<file path="config.mk">
export PLATFORM = sky130hd
export DESIGN_NAME = wr_drain
export DESIGN_NICKNAME = d
export VERILOG_FILES = /design/src/rtl/wr_drain_pkg.sv /design/src/rtl/reg_en.sv /design/src/rtl/wr_align.sv /design/src/rtl/wr_drain.sv
export SDC_FILE = /design/constraint.sdc
export NUM_CORES = 1
export LEC_CHECK = 0
export ABC_AREA = 0
export CAP_MARGIN = 20
export CORE_MARGIN = 1
export CORE_UTILIZATION = 40
export CTS_CLUSTER_DIAMETER = 40
export DETAILED_ROUTE_END_ITERATION = 7
export MAX_ROUTING_LAYER = met4
export PLACE_DENSITY = 0.61
export SLEW_MARGIN = 20
export SYNTH_ARGS = -nofsm -noshare
export SYNTH_HDL_FRONTEND = slang
export SYNTH_HIERARCHICAL = 1
export SYNTH_SLANG_ARGS = --single-unit
</file>
<file path="constraint.sdc">
create_clock -name clk -period 3.7 [get_ports clk]
set_input_delay 0.74 -clock clk [delete_from_list [all_inputs] [get_ports clk]]
set_output_delay 0.74 -clock clk [all_outputs]
set_load 0.005 [all_outputs]
</file>
<file path="src/rtl/wr_drain_pkg.sv">
// Shared definitions for the store-drain path: write-fifo entry layout,
// size-code encodings and drain FSM state encodings.
package wr_drain_pkg;

  localparam int ENTRY_W  = 98;
  localparam int DATA_MSB = 97;
  localparam int DATA_LSB = 34;
  localparam int ADDR_MSB = 33;
  localparam int ADDR_LSB = 2;
  localparam int SIZE_MSB = 1;
  localparam int SIZE_LSB = 0;

  localparam logic [1:0] SZ_BYTE  = 2'b00;
  localparam logic [1:0] SZ_HALF  = 2'b01;
  localparam logic [1:0] SZ_WORD  = 2'b10;
  localparam logic [1:0] SZ_DWORD = 2'b11;

  localparam logic [1:0] ST_IDLE  = 2'd0;
  localparam logic [1:0] ST_BEAT0 = 2'd1;
  localparam logic [1:0] ST_BEAT1 = 2'd2;

  // Unshifted byte-enable pattern covering the low N bytes of the store data.
  function automatic logic [7:0] size_mask(input logic [1:0] size);
    logic [7:0] m;
    case (size)
      SZ_BYTE:  m = 8'h01;
      SZ_HALF:  m = 8'h03;
      SZ_WORD:  m = 8'h0F;
      SZ_DWORD: m = 8'hFF;
      default:  m = 8'h00;
    endcase
    return m;
  endfunction

endpackage

</file>
<file path="src/rtl/reg_en.sv">
// Register cell with load enable and synchronous active-low clear to zero.
module reg_en #(
  parameter int W = 1
) (
  input  logic         clk,
  input  logic         rst_n,
  input  logic         en,
  input  logic [W-1:0] d,
  output logic [W-1:0] q
);

  always_ff @(posedge clk) begin
    if (!rst_n) begin
      q <= '0;
    end else if (en) begin
      q <= d;
    end
  end

endmodule

</file>
<file path="src/rtl/wr_align.sv">
// Positions a store within a 16-byte window starting at its 8-byte line:
// shifted data, byte mask and a flag for spilling into the next line.
module wr_align
  import wr_drain_pkg::*;
(
  input  logic [63:0]  data,
  input  logic [2:0]   off,
  input  logic [1:0]   size,
  output logic [127:0] shifted,
  output logic [15:0]  mask,
  output logic         crossing
);

  logic [4:0] nbytes;

  always_comb begin
    nbytes   = 5'd1 << size;
    shifted  = {64'd0, data} << {off, 3'b000};
    mask     = {8'd0, size_mask(size)} << off;
    crossing = ({2'b00, off} + nbytes) > 5'd8;
  end

endmodule

</file>
<file path="src/rtl/wr_drain.sv">
// Drains the store fifo to memory one entry at a time, splitting stores
// that straddle an 8-byte line into two line-aligned write beats.
//
// state    | meaning
// ST_IDLE  | no entry held; pops the fifo head when one is present
// ST_BEAT0 | first (or only) line write outstanding
// ST_BEAT1 | second line write of a crossing store outstanding
module wr_drain
  import wr_drain_pkg::*;
#(
  parameter int ADDR_W = 32
) (
  input  logic               clk,
  input  logic               rst_n,
  input  logic               fifo_empty,
  input  logic [ENTRY_W-1:0] fifo_rd_data,
  output logic               fifo_rd,
  output logic               mem_wr_req,
  output logic [ADDR_W-1:0]  mem_wr_addr,
  output logic [63:0]        mem_wr_data,
  output logic [7:0]         mem_wr_be,
  input  logic               mem_wr_ack,
  output logic               wr_idle
);

  logic [1:0]        state_d, state_q;
  logic [63:0]       hi_data_d, hi_data_q;
  logic [7:0]        hi_be_d, hi_be_q;
  logic              cross_d, cross_q;
  logic              req_d, req_q;
  logic [ADDR_W-1:0] addr_d, addr_q;
  logic [63:0]       data_d, data_q;
  logic [7:0]        be_d, be_q;
  logic              pop;
  logic [ADDR_W-1:0] in_addr;
  logic [127:0]      al_shifted;
  logic [15:0]       al_mask;
  logic              al_cross;

  assign in_addr = ADDR_W'(fifo_rd_data[ADDR_MSB:ADDR_LSB]);

  wr_align u_align (
    .data     (fifo_rd_data[DATA_MSB:DATA_LSB]),
    .off      (fifo_rd_data[ADDR_LSB+2:ADDR_LSB]),
    .size     (fifo_rd_data[SIZE_MSB:SIZE_LSB]),
    .shifted  (al_shifted),
    .mask     (al_mask),
    .crossing (al_cross)
  );

  // Only the second-beat half of the entry needs holding; beat 0 goes
  // straight into the output registers at the pop edge.
  assign hi_data_d = al_shifted[127:64];
  assign hi_be_d   = al_mask[15:8];
  assign cross_d   = al_cross;

  always_comb begin
    pop     = (state_q == ST_IDLE) && !fifo_empty;
    state_d = state_q;
    req_d   = req_q;
    addr_d  = addr_q;
    data_d  = data_q;
    be_d    = be_q;
    case (state_q)
      ST_IDLE: begin
        if (pop) begin
          state_d = ST_BEAT0;
          req_d   = 1'b1;
          addr_d  = in_addr & ~ADDR_W'(7);
          data_d  = al_shifted[63:0];
          be_d    = al_mask[7:0];
        end
      end
      ST_BEAT0: begin
        if (mem_wr_ack) begin
          if (cross_q) begin
            state_d = ST_BEAT1;
            addr_d  = addr_q + ADDR_W'(8);
            data_d  = hi_data_q;
            be_d    = hi_be_q;
          end else begin
            state_d = ST_IDLE;
            req_d   = 1'b0;
            be_d    = 8'd0;
          end
        end
      end
      ST_BEAT1: begin
        if (mem_wr_ack) begin
          state_d = ST_IDLE;
          req_d   = 1'b0;
          be_d    = 8'd0;
        end
      end
      default: begin
        state_d = ST_IDLE;
        req_d   = 1'b0;
        be_d    = 8'd0;
      end
    endcase
  end

  reg_en #(.W(2))      u_state   (.clk(clk), .rst_n(rst_n), .en(1'b1), .d(state_d),   .q(state_q));
  reg_en #(.W(64))     u_hi_data (.clk(clk), .rst_n(rst_n), .en(pop),  .d(hi_data_d), .q(hi_data_q));
  reg_en #(.W(8))      u_hi_be   (.clk(clk), .rst_n(rst_n), .en(pop),  .d(hi_be_d),   .q(hi_be_q));
  reg_en #(.W(1))      u_cross   (.clk(clk), .rst_n(rst_n), .en(pop),  .d(cross_d),   .q(cross_q));
  reg_en #(.W(1))      u_req     (.clk(clk), .rst_n(rst_n), .en(1'b1), .d(req_d),     .q(req_q));
  reg_en #(.W(ADDR_W)) u_addr    (.clk(clk), .rst_n(rst_n), .en(1'b1), .d(addr_d),    .q(addr_q));
  reg_en #(.W(64))     u_data    (.clk(clk), .rst_n(rst_n), .en(1'b1), .d(data_d),    .q(data_q));
  reg_en #(.W(8))      u_be      (.clk(clk), .rst_n(rst_n), .en(1'b1), .d(be_d),      .q(be_q));

  assign fifo_rd     = pop;
  assign mem_wr_req  = req_q;
  assign mem_wr_addr = addr_q;
  assign mem_wr_data = data_q;
  assign mem_wr_be   = be_q;
  assign wr_idle     = (state_q == ST_IDLE) && fifo_empty;

endmodule

</file>
# Yosys cells after proc, flatten, opt, wreduce, memory -nomap -nowiden
# Cells that the tools add are included.
op_classes:
  n_addsub: 2
  n_mul: 0
  div: 0
  order_cmp: 1
  n_eq_ne: 10
  n_shift: 3
  n_mux: 24
  bitwise: 0
  reduce_logical: 9
ops:
  columns: ["op", "count"]
  rows:
  - ["64-bit two-way mux", 3]
  - ["64-bit case mux with 2 select lines", 1]
  - ["64-bit by 6-bit left shift with 128-bit output", 1]
  - ["32-bit two-way mux", 3]
  - ["32-bit case mux with 2 select lines", 1]
  - ["32-bit by 4-bit adder with 32-bit output, second input constant", 1]
  - ["8-bit two-way mux", 4]
  - ["8-bit case mux with 4 select lines", 1]
  - ["8-bit case mux with 3 select lines", 1]
  - ["8-bit by 3-bit left shift with 16-bit output", 1]
  - ["2-bit two-way mux", 4]
  - ["2-bit inequality test, second input constant", 4]
  - ["4-bit AND reduction", 2]
  - ["2-bit == test, second input constant", 3]
  - ["2-bit case mux with 3 select lines", 1]
  - ["3-bit by 5-bit adder with 5-bit output", 1]
  - ["5-bit by 4-bit > comparator with 1-bit output, second input constant", 1]
  - ["1-bit by 2-bit left shift with 5-bit output, first input constant", 1]
  - ["2-bit by 1-bit == test with 1-bit output, second input constant", 2]
  - ["2-bit zero test", 2]
  - ["1-bit two-way mux", 4]
  - ["1-bit case mux with 3 select lines", 1]
  - ["3-bit AND reduction", 1]
  - ["1-bit logical AND", 2]
  - ["3 further kinds", 3]
totals:
  reg_bits: 180
  latchBits: 0
  ramBits: 0
  rom_bits: 0
  input_bits: 102
  output_inout_bits: 107
  memories: 0

# Logic depth before layout (Yosys ltp)
# Gate-level depths: netlist (run 1).
logic_depth:
  word_depth: 5
  ltp_mapped: 12

# Modules after synthesis
# The synthesis (run 1) kept the hierarchy.
modules_own_cells:
  columns: ["module", "n_inst", "cells_each", "area_each_um2"]
  rows:
  - ["reg_en at u_data ...", 2, 206, 2451.1]
  - ["wr_drain", 1, 493, 2771.4]
  - ["wr_align", 1, 413, 2728.9]
  - ["reg_en at u_addr", 1, 103, 1243.7]
  - ["reg_en at u_be ...", 2, 25, 301.5]
  - ["reg_en at u_cross ...", 2, 3, 36.3]
  - ["reg_en at u_state", 1, 6, 72.6]

# Least setup slack after synthesis (run 1)
# No wires, ideal clock.
synth_path:
  path_type: "input port to flip-flop"
  start: "input fifo_rd_data[3]"
  end: "register u_cross.q"
  t_arrival_ns: 2.566
  t_required_ns: 3.635
  slack_ns: 1.068
  path_stages: 11
  cell_sequence: "buf_4 -> inv_4 -> buf_6 -> buf_2 -> fa_1 -> nor2b_1 -> a31oi_1 -> a21oi_1 -> a221oi_1 -> mux2i_1 -> nor2b_1"
synth_via:
  elab_chain_len: 2
synth_lines:
  columns: ["item", "line", "source"]
  rows:
  - ["from (decl)", "wr_drain.sv:16", "input logic [ENTRY_W-1:0] fifo_rd_data,"]
  - ["3-bit by 5-bit adder with 5-bit output", "wr_align.sv:20", "crossing = ({2'b00, off} + nbytes) > 5'd8;"]
  - ["5-bit by 4-bit > comparator with 1-bit output", "wr_align.sv:20", null]
  - ["via al_cross", "wr_drain.sv:38", "logic al_cross;"]
  - ["to (signal assigned)", "reg_en.sv:14", "q <= '0;"]
  - ["to (signal assigned)", "reg_en.sv:16", "q <= d;"]
  - ["to (decl)", "reg_en.sv:9", "output logic [W-1:0] q"]
# The timed path passes the listed nets, and every way through them passes these cells.
# A chain may end at the register's enable or synchronous reset.

# Worst setup path in the final report (run 1)
layout_path:
  start: "input fifo_empty"
  end: "output wr_idle"
layout_via:
  elab_chain_len: 1
layout_lines:
  columns: ["item", "line", "source"]
  rows:
  - ["from (decl)", "wr_drain.sv:15", "input logic fifo_empty,"]
  - ["1-bit logical AND", "wr_drain.sv:117", "assign wr_idle = (state_q == ST_IDLE) && fifo_empty;"]
  - ["to (decl)", "wr_drain.sv:23", "output logic wr_idle"]
# Every way passes these cells.

==> results of run 1 <==
==> cell type report <==
type / instances / area [um^2] / area share, %
clock buffer: 19 / 442.9 / 2.922
clock inverter: 13 / 173.9 / 1.147
inverter: 29 / 111.4 / 0.7346
multi-input combinational: 1153 / 7908 / 52.16
sequential: 180 / 3603 / 23.77
tap: 396 / 495.5 / 3.268
timing repair buffer: 245 / 2425 / 16.00
==> worst max path at each step <==
| stage | startpoint | to | depth (start not counted) |
|---|---|---|---|
| global placement | fifo_empty | u_addr/q[29] | 7 |
| global route | fifo_empty | wr_idle | 4 |
| detailed placement | fifo_empty | u_addr/q[29] | 7 |
| finish | fifo_empty | wr_idle | 4 |
| floorplan | fifo_rd_data[3] | u_cross/q | 11 |
| CTS | fifo_empty | wr_idle | 4 |
==> per-layer routing <==
layer | track usage (%) | vias up | routed length (um)
li1 | - | 5517 | -
met1 | 32.64 | 5435 | 17610
met2 | 38.33 | 409 | 18000
met3 | 3.730 | 68 | 2253
met4 | 10.54 | 0 | 1414
met5 | - | - | 0
==> cell usage after synthesis (4+ instances only) <==
cell / number
a21o_1: 8
a21oi_1: 35
a221oi_1: 5
a22o_1: 29
a22oi_1: 81
a311o_1: 4
a311oi_1: 5
and2_1: 25
and3_1: 19
buf_1: 13
buf_2: 9
buf_4: 11
buf_6: 11
buf_8: 13
clkbuf_1: 71
dfxtp_1: 180
ha_1: 4
inv_1: 26
mux2_2: 26
mux2i_1: 241
mux4_2: 8
nand2_1: 229
nand3_1: 13
nand4_1: 13
nor2_1: 63
nor2b_1: 188
nor3_1: 6
nor4_1: 13
o211ai_1: 4
o21ai_0: 27
o22a_1: 4
o22ai_1: 33
o311ai_0: 4
or3_1: 6
or4_1: 5
==> power groups by stage <==
stage	Clock (mW)	Sequential (mW)	Combinational, mW
6_report	1.97	2.13	1.22
3_3_place_gp	0	2.18	1.19
4_1_cts	2.01	2.13	1.21
2_1_floorplan	0	2.15	0.807
3_5_place_dp	0	2.18	1.20
5_1_grt	2.08	2.15	1.32
==> layout by cell type, fill, tap and decap left out, types with 15 or more instances in the layout <==
master	netlist	routed
a21oi_1	35	35
a22o_1	29	29
a22oi_1	81	81
and2_1	25	25
and3_1	19	19
buf_4	11	33
clkbuf_16	0	17
clkdlybuf4s50_1	0	205
conb_1	2	15
dfxtp_1	180	180
inv_1	26	26
mux2_2	26	26
mux2i_1	241	241
nand2_1	229	229
nor2_1	63	61
nor2b_1	188	188
o21ai_0	27	27
o22ai_1	33	33
==> state kept, by name, indices dropped and copies added (netlist names) <==
register     cells
u_addr/q        32
u_cross/q        1
u_be/q           8
u_data/q        64
u_hi_data/q     64
u_req/q          1
u_hi_be/q        8
u_state/q        2
==> logic make-up (layout without fill, tap and decap cells) <==
family | Yosys count | in the layout | share of synthesized area, %
flops | 180 | 180 | 29.07
other cells | 2 | 15 | 0.06059
buf+inv | 163 | 306 | 7.652
simple gates | 593 | 593 | 24.14
fa+ha+maj | 5 | 5 | 0.5653
mux | 275 | 275 | 23.28
compound gates | 265 | 265 | 15.23
==> worst max-delay path, stage by stage <==
cell and delay, ns:
clkdlybuf4s50_1 0.80, clkinv_1 0.20, nor3_1 0.17, clkdlybuf4s50_1 0.52
==> qor.csv, run 1 <==
stage,metric,value,unit
outcome,status,"finished, final reports clean",
sta,Clock Skews,0.009886,ns
power,P_leak,6.199,nW
drt,drc violations,0,
synth,mapped cell area,0.01239,mm^2
placement,Port Buf Inserts,208,
finish,layout cells sized above 1,7.322,%
drt,final WL,39.28,mm
finish,final instance area,0.01516,mm^2
clock_tree,TritonCTS buffer count,17,
clock_tree,Clock Path Buffers,2,
grt,global-route wire length before repair,59.13,mm
worst_hold_path,Hold Crit Start,u_hi_data/q[26],
synth,"area leader, netlist",dfxtp_1,
synth,Synth area leaders,"dfxtp_1, mux2i_1, nor2b_1, nand2_1, a22oi_1",
drt,ANT nets after route,0,
sta,Max Fclk,0.3140,GHz
clock_tree,CTS H-Tree Depth,4,
synth,Synth warnings,6,
power,Sw Share,30.06,%
sta,final period utilization,86.06,%
sta,final hold vios,0,
synth,Synth Register Bits,180,
floorplanning,number of core rows,64,
placement,hpwl dp,27.54,mm
critical_path,Crit Path Max Fanout,11,
sta,Setup Viol. Count Final,0,
power,pwr dens,351.2,mW/mm^2
synth,post-synth top area share,29.07,%
placement,Placer Congestion,0.8828,
sta,final setup margin,0.5156,ns
clock_tree,CTS tree,yes,
clock_tree,clock root cell,clkbuf_16,
critical_path,RR Startpoint,u_addr/q[6],
grt,antenna violations before repair,0,
power,logic gate share of total power,23.0,%
clock_tree,CTS clock-pin slew for the worst setup and hold paths,0.07,ns
sta,max_slew headroom,40.10,%
clock_tree,post-CTS sizing,0,
finish,nets,1733,
finish,Finished Layout Cells,2035,
power,total chip power,5.323,mW
power,Flop pwr share,40.1,%
synth,sequential-to-total area share from yosys stat,29.07,%
critical_path,Worst R2R End,u_addr/q[26],
synth,Avg Inst Size Synth,8.358,um^2
critical_path,FF-to-FF path depth,6,
finish,ant diodes,0,
drt,WL/cell,19.30,um
grt,vias in the first global route,10330,
clock_tree,hold buffer count at cts,0,
clock_tree,post-CTS setup buffer count,0,
floorplanning,# IOs,209,
critical_path,Setup CP Type,input pin to primary output,
floorplanning,Initial Util,40.62,%
drt,Detailed Routing Iterations Pass 1,5,
power,switching power,1.600,mW
power,power share of the clock group,36.9,%
floorplanning,Die Area,0.03169,mm^2
sta,setup TNS,0,ns
critical_path,Worst setup EP type,primary output,
placement,DP Area,0.01454,mm^2
clock_tree,clock sinks,180,
synth,Post-synth EDFFs,0,
grt,largest net degree at the start of global routing,110,
sta,worst-margin pin slew,0.8936,ns
synth,"FFs w/ async S/R, synth",0,%
critical_path,R2R setup slack,0.96,ns
grt,grt ovf,0,
finish,Area Growth Syn to Fin,22.31,%
clock_tree,worst-skew pair later-pin latency,0.44,ns
floorplanning,Core ar.,0.03051,mm^2
floorplanning,die height,178.0,um
critical_path,WP data arrival,2.44,ns
synth,Synth cell types,70,
worst_hold_path,hold path depth,2,
worst_hold_path,HP Class,register to register,
synth,Post-synth top flop,dfxtp_1,
sta,max-slew violations,0,
synth,Gate Count Post-Synth,1483,
flow_run,Max-Cap Viols,0,
sta,final hold slack,0.5194,ns
power,peak supply drop,0.3476,mV
drt,drt via density,5.616,
sta,RSZ-0062 raised after global routing,no,
drt,DR vias,11430,
critical_path,Critical Path RT,2.96,ns
finish,Finished Core Util,49.69,%
sta,Final min period,3.184,ns
placement,post-placement cell count,2003,
grt,GRT Total Usage,24.99,%
worst_hold_path,Min-Delay Endpoint,u_hi_data/q[26],
finish,# fillers,2910,
power,Power Internal,3.723,mW
drt,initial DRC count,1106,
placement,pre-CTS setup slack,0.4336,ns
floorplanning,die width,178.0,um
critical_path,Setup crit start kind,input pin,
No activity file was read; power rests on OpenSTA's default activity.
==> run 2: changes to the inputs <==
Settings changed: CTS_BUF_LIST from default to sky130_fd_sc_hd__clkbuf_8.
==> qor.csv, run 2 (synthesis gave the netlist of run 1 again) <==
stage,metric,value,unit,change
outcome,status,"finished, final reports clean",,unchanged
critical_path,Crit Path Max Fanout,11,,unchanged
critical_path,Worst setup EP type,primary output,,unchanged
power,logic gate share of total power,25.1,%,was 23.0%
drt,DR vias,11410,,was 11430
floorplanning,number of core rows,64,,unchanged
clock_tree,post-CTS sizing,0,,unchanged
sta,Final min period,3.203,ns,was 3.184 ns
floorplanning,Die Area,0.03169,mm^2,unchanged
clock_tree,clock sinks,180,,unchanged
sta,final hold vios,0,,unchanged
sta,Setup Viol. Count Final,0,,unchanged
finish,layout cells sized above 1,7.322,%,unchanged
drt,drt via density,5.607,,was 5.616
grt,largest net degree at the start of global routing,110,,unchanged
finish,most frequent cells in the layout,"mux2i_1, nand2_1, clkdlybuf4s50_1",,unchanged
placement,pre-CTS setup slack,0.4336,ns,unchanged
grt,GRT Total Usage,24.99,%,about the same
clock_tree,worst-skew pair later-pin latency,0.50,ns,was 0.44 ns
power,power share of the clock group,31.1,%,was 36.9%
floorplanning,die height,178.0,um,unchanged
clock_tree,CTS H-Tree Depth,4,,unchanged
placement,hpwl dp,27.54,mm,unchanged
sta,Max Fclk,0.3122,GHz,was 0.3140 GHz
clock_tree,CTS tree,yes,,unchanged
finish,ant diodes,0,,unchanged
clock_tree,post-CTS setup buffer count,0,,unchanged
placement,Port Buf Inserts,208,,unchanged
grt,global-route wire length before repair,59.02,mm,was 59.13 mm
sta,RSZ-0062 raised after global routing,no,,unchanged
clock_tree,TritonCTS buffer count,17,,unchanged
clock_tree,CTS clock-pin slew for the worst setup and hold paths,0.10,ns,was 0.07 ns
finish,Largest regs,"u_data/q: 64 flops, u_hi_data/q: 64 flops, u_addr/q: 32 flops",,unchanged
floorplanning,Initial Util,40.62,%,unchanged
grt,grt ovf,0,,unchanged
floorplanning,# IOs,209,,unchanged
sta,final hold slack,0.5261,ns,was 0.5194 ns
finish,"commonest non-fill, non-tap cell in the layout",mux2i_1,,unchanged
critical_path,WP data arrival,2.46,ns,was 2.44 ns
power,Sw Share,31.73,%,was 30.06%
finish,Area Growth Syn to Fin,20.77,%,was 22.31%
grt,vias in the first global route,10310,,was 10330
sta,setup TNS,0,ns,unchanged
power,switching power,1.545,mW,was 1.600 mW
sta,final setup margin,0.4974,ns,was 0.5156 ns
floorplanning,die width,178.0,um,unchanged
worst_hold_path,HP Class,register to register,,unchanged
flow_run,Max-Cap Viols,0,,unchanged
clock_tree,clock root cell,clkbuf_8,,was clkbuf_16
drt,ANT nets after route,0,,unchanged
power,P_leak,6.116,nW,was 6.199 nW
power,peak supply drop,0.1852,mV,was 0.3476 mV
placement,DP Area,0.01454,mm^2,unchanged
drt,final WL,39.15,mm,was 39.28 mm
drt,initial DRC count,904,,was 1106
finish,nets,1733,,unchanged
drt,drc violations,0,,unchanged
clock_tree,Clock Path Buffers,2,,unchanged
drt,Detailed Routing Iterations Pass 1,5,,unchanged
power,Flop pwr share,43.8,%,was 40.1%
sta,worst-margin pin slew,0.8989,ns,was 0.8936 ns
critical_path,Critical Path RT,2.96,ns,about the same
sta,final period utilization,86.56,%,was 86.06%
power,Power Internal,3.323,mW,was 3.723 mW
power,pwr dens,325.3,mW/mm^2,was 351.2 mW/mm^2
critical_path,Setup CP Type,input pin to primary output,,unchanged
sta,Clock Skews,0.01619,ns,was 0.009886 ns
drt,WL/cell,19.24,um,was 19.30 um
sta,max_slew headroom,39.75,%,was 40.10%
finish,final instance area,0.01497,mm^2,was 0.01516 mm^2
placement,Placer Congestion,0.8828,,unchanged
clock_tree,hold buffer count at cts,0,,unchanged
sta,max-slew violations,0,,unchanged
grt,antenna violations before repair,0,,unchanged
critical_path,Setup crit start kind,input pin,,unchanged
floorplanning,Core ar.,0.03051,mm^2,unchanged
[run 2: changes by cell type in the layout (fill, tap and decap cells not counted), sizes merged]
| cell | change |
|---|---|
| inv | +1 |
| clkbuf | -1 |
[run 2: metrics by stage]
step,instances,total power [mW],util [%]
after floorplan,1496,2.954,-
after global placement,2003,3.367,47.66
after detailed placement,2003,3.379,47.66
after CTS,2035,4.893,49.05
after global routing,2035,5.099,49.06
final,2035,4.868,49.06
[run 2: cell type report]
type                            instances  area (um^2)
Clock buffer                           18        247.7
Clock inverter                         14        177.7
Fill cell                            2926        15540
Inverter                               29        111.4
Multi-Input combinational cell       1153         7908
Sequential cell                       180         3603
Tap cell                              396        495.5
Timing Repair Buffer                  245         2425
[run 2: critical path, cell delays in order]
cell and delay, ns:
clkdlybuf4s50_1 0.80, clkinv_1 0.21, nor3_1 0.18, clkdlybuf4s50_1 0.52
[run 2: power groups by stage]
stage               Sequential (mW)  Combinational, mW  Clock (mW)
detailed placement             2.18               1.20           0
global route                   2.15               1.32        1.63
finish                         2.13               1.22        1.51
floorplan                      2.15              0.807           0
global placement               2.18               1.19           0
CTS                            2.13               1.21        1.55
[run 2: per-layer routing]
layer  vias up  wire length [um]  global-route usage (%)
li1       5527                 -                       -
met1      5401             17520                   32.42
met2       418             18000                   38.46
met3        64              2238                   3.751
met4         0              1384                   10.86
met5         -                 0                       -
[run 2: path summary, 6_finish.rpt]
kind | from | slack [ns] | depth (start not counted) | endpoint
max | fifo_empty | 0.50 | 4 | wr_idle
min | u_hi_data/q[26] | 0.53 | 2 | u_hi_data/q[26]
max reg2reg | u_addr/q[6] | 0.98 | 6 | u_addr/q[26]
min reg2reg | u_hi_data/q[26] | 0.53 | 2 | u_hi_data/q[26]
==> run 3: changes to the inputs <==
Settings changed: CORE_UTILIZATION 40 to 25, CTS_CLUSTER_DIAMETER 40 to 30, PLACE_DENSITY 0.61 to 0.42.
==> qor.csv, run 3 (synthesis gave the netlist of run 1 again) <==
stage,metric,value,unit,change
outcome,status,"finished, final reports clean",,unchanged
grt,largest net degree at the start of global routing,76,,was 110
sta,final hold slack,0.5268,ns,was 0.5261 ns
sta,max_slew headroom,33.70,%,was 39.75%
placement,Port Buf Inserts,208,,unchanged
sta,final hold vios,0,,unchanged
floorplanning,die height,224.7,um,was 178.0 um
sta,Max Fclk,0.3416,GHz,was 0.3122 GHz
drt,drc violations,0,,unchanged
clock_tree,clock sinks,180,,unchanged
finish,Area Growth Syn to Fin,23.34,%,was 20.77%
floorplanning,# IOs,209,,unchanged
floorplanning,Initial Util,25.32,%,was 40.62%
floorplanning,number of core rows,81,,was 64
placement,hpwl dp,33.12,mm,was 27.54 mm
sta,setup TNS,0,ns,unchanged
flow_run,Max-Cap Viols,0,,unchanged
sta,Final min period,2.928,ns,was 3.203 ns
grt,GRT Total Usage,18.56,%,was 24.99%
critical_path,Crit Path Max Fanout,4,,was 11
drt,Detailed Routing Iterations Pass 1,5,,unchanged
critical_path,CP dominant cell by count,clkdlybuf4s50_1,,unchanged
finish,Seq. cell area,0.003603,mm^2,unchanged
clock_tree,hold buffer count at cts,0,,unchanged
grt,vias in the first global route,10710,,was 10310
critical_path,CP max stage cell,clkdlybuf4s50_1,,unchanged
grt,M2 GR Usage,29.27,%,was 38.46%
sta,Clock Skews,0.01836,ns,was 0.01619 ns
critical_path,Setup CP Type,input pin to primary output,,unchanged
drt,ANT nets after route,0,,unchanged
grt,GR peak layer,met2,,unchanged
critical_path,Setup crit start kind,input pin,,unchanged
power,pwr dens,311.3,mW/mm^2,was 325.3 mW/mm^2
critical_path,"critical path, cell by cell",clkdlybuf4s50_1 -> clkinv_1 -> nor3_1 -> clkdlybuf4s50_1,,unchanged
drt,final WL,45.74,mm,was 39.15 mm
critical_path,Worst path max stage delay,0.60,ns,was 0.80 ns
sta,max-slew violations,0,,unchanged
clock_tree,clock root cell,clkbuf_8,,unchanged
floorplanning,Core ar.,0.04895,mm^2,was 0.03051 mm^2
placement,Placer Congestion,0.8461,,was 0.8828
critical_path,Worst setup EP type,primary output,,unchanged
clock_tree,Clock Path Buffers,2,,unchanged
clock_tree,CTS clock-pin slew for the worst setup and hold paths,0.10,ns,about the same
power,P_leak,6.134,nW,was 6.116 nW
grt,met3 usage,3.266,%,was 3.751%
drt,drt via density,4.912,,was 5.607
sta,final period utilization,79.13,%,was 86.56%
finish,layout cells sized above 1,7.939,%,was 7.322%
placement,DP Area,0.01492,mm^2,was 0.01454 mm^2
sta,Setup Viol. Count Final,0,,unchanged
grt,antenna violations before repair,1,,was 0
clock_tree,post-CTS sizing,0,,unchanged
floorplanning,die width,224.7,um,was 178.0 um
finish,Finished Core Util,31.23,%,was 49.06%
finish,final instance area,0.01529,mm^2,was 0.01497 mm^2
finish,Largest regs,"u_data/q: 64 flops, u_hi_data/q: 64 flops, u_addr/q: 32 flops",,unchanged
floorplanning,Die Area,0.05047,mm^2,was 0.03169 mm^2
clock_tree,TritonCTS buffer count,17,,unchanged
clock_tree,CTS H-Tree Depth,4,,unchanged
clock_tree,post-CTS setup buffer count,0,,unchanged
critical_path,buffer and inverter count on the worst path,3,,unchanged
finish,# fillers,5221,,was 2926
drt,WL/cell,19.75,um,was 19.24 um
power,total chip power,4.758,mW,was 4.868 mW
grt,global-route wire length before repair,67.65,mm,was 59.02 mm
finish,most frequent cells in the layout,"mux2i_1, nand2_1, clkdlybuf4s50_1",,unchanged
finish,multi-input combinational cell area,0.007908,mm^2,unchanged
grt,met1 track demand over resource,23.75,%,was 32.42%
clock_tree,CTS tree,yes,,unchanged
critical_path,Critical Path RT,2.96,ns,about the same
finish,nets,1744,,was 1733
critical_path,Crit path max-delay family,buffers and inverters,,unchanged
sta,worst-margin pin slew,0.9925,ns,was 0.8989 ns
drt,initial DRC count,820,,was 904
worst_hold_path,HP Class,register to register,,unchanged
power,peak supply drop,0.2218,mV,was 0.1852 mV
clock_tree,worst-skew pair later-pin latency,0.58,ns,was 0.50 ns
critical_path,WP data arrival,2.19,ns,was 2.46 ns
sta,RSZ-0062 raised after global routing,no,,unchanged
finish,"commonest non-fill, non-tap cell in the layout",mux2i_1,,unchanged
drt,DR vias,11380,,was 11410
grt,grt ovf,0,,unchanged
==> run 3: cell types whose count changed in the layout (fill, tap and decap cells not counted), sizes merged <==
cell,delta
buf,+12
clkbuf,+1
diode,+2
clkinv,+1
inv,+1
bufinv,-3
clkdlybuf4s50,-1
==> run 3: final timing paths <==
kind | from | slack [ns] | to | cells past startpoint
setup / recovery | fifo_empty | 0.77 | wr_idle | 4
hold reg to reg | u_hi_data/q[1] | 0.53 | u_hi_data/q[1] | 2
setup reg to reg | u_state/q[0] | 1.12 | u_be/q[0] | 6
hold / removal | u_hi_data/q[1] | 0.53 | u_hi_data/q[1] | 2
==> run 3: stage by stage <==
step	std cells	setup slack (ns)
6_report	2316	0.7724
2_1_floorplan	1496	1.068
5_1_grt	2315	0.6417
3_5_place_dp	2282	0.5315
3_3_place_gp	2282	0.3752
4_1_cts	2314	0.7164
==> run 3: layout make-up <==
class / count / share of cell area [%]
Multi-Input combinational cell: 1153 / 51.73
Sequential cell: 180 / 23.57
Timing Repair Buffer: 256 / 16.12
Tap cell: 664 / 5.435
Clock buffer: 19 / 1.711
Inverter: 29 / 0.7284
Clock inverter: 13 / 0.6711
Antenna cell: 2 / 0.03274
==> run 3: worst register-to-register path: stages, from the launching register on <==
cell and delay, ns:
dfxtp_1 0.61, buf_4 0.36, nand2b_1 0.48, o22ai_1 0.69
a21o_1 0.20, mux2i_1 0.06, nor2b_1 0.10
==> run 3: report_power, final <==
group	internal, mW	switching, mW	leakage [nW]	total (mW)
Clock	0.509	0.865	0.189	1.37
Sequential	2.03	0.102	1.47	2.13
Combinational	0.597	0.653	4.48	1.25
Total	3.14	1.62	6.13	4.76
==> run 3: layer usage <==
metal	share of wire, %	up-vias
li1	-	5540
met1	46	5486
met2	47	305
met3	4.4	45
met4	2.1	0
met5	0	-
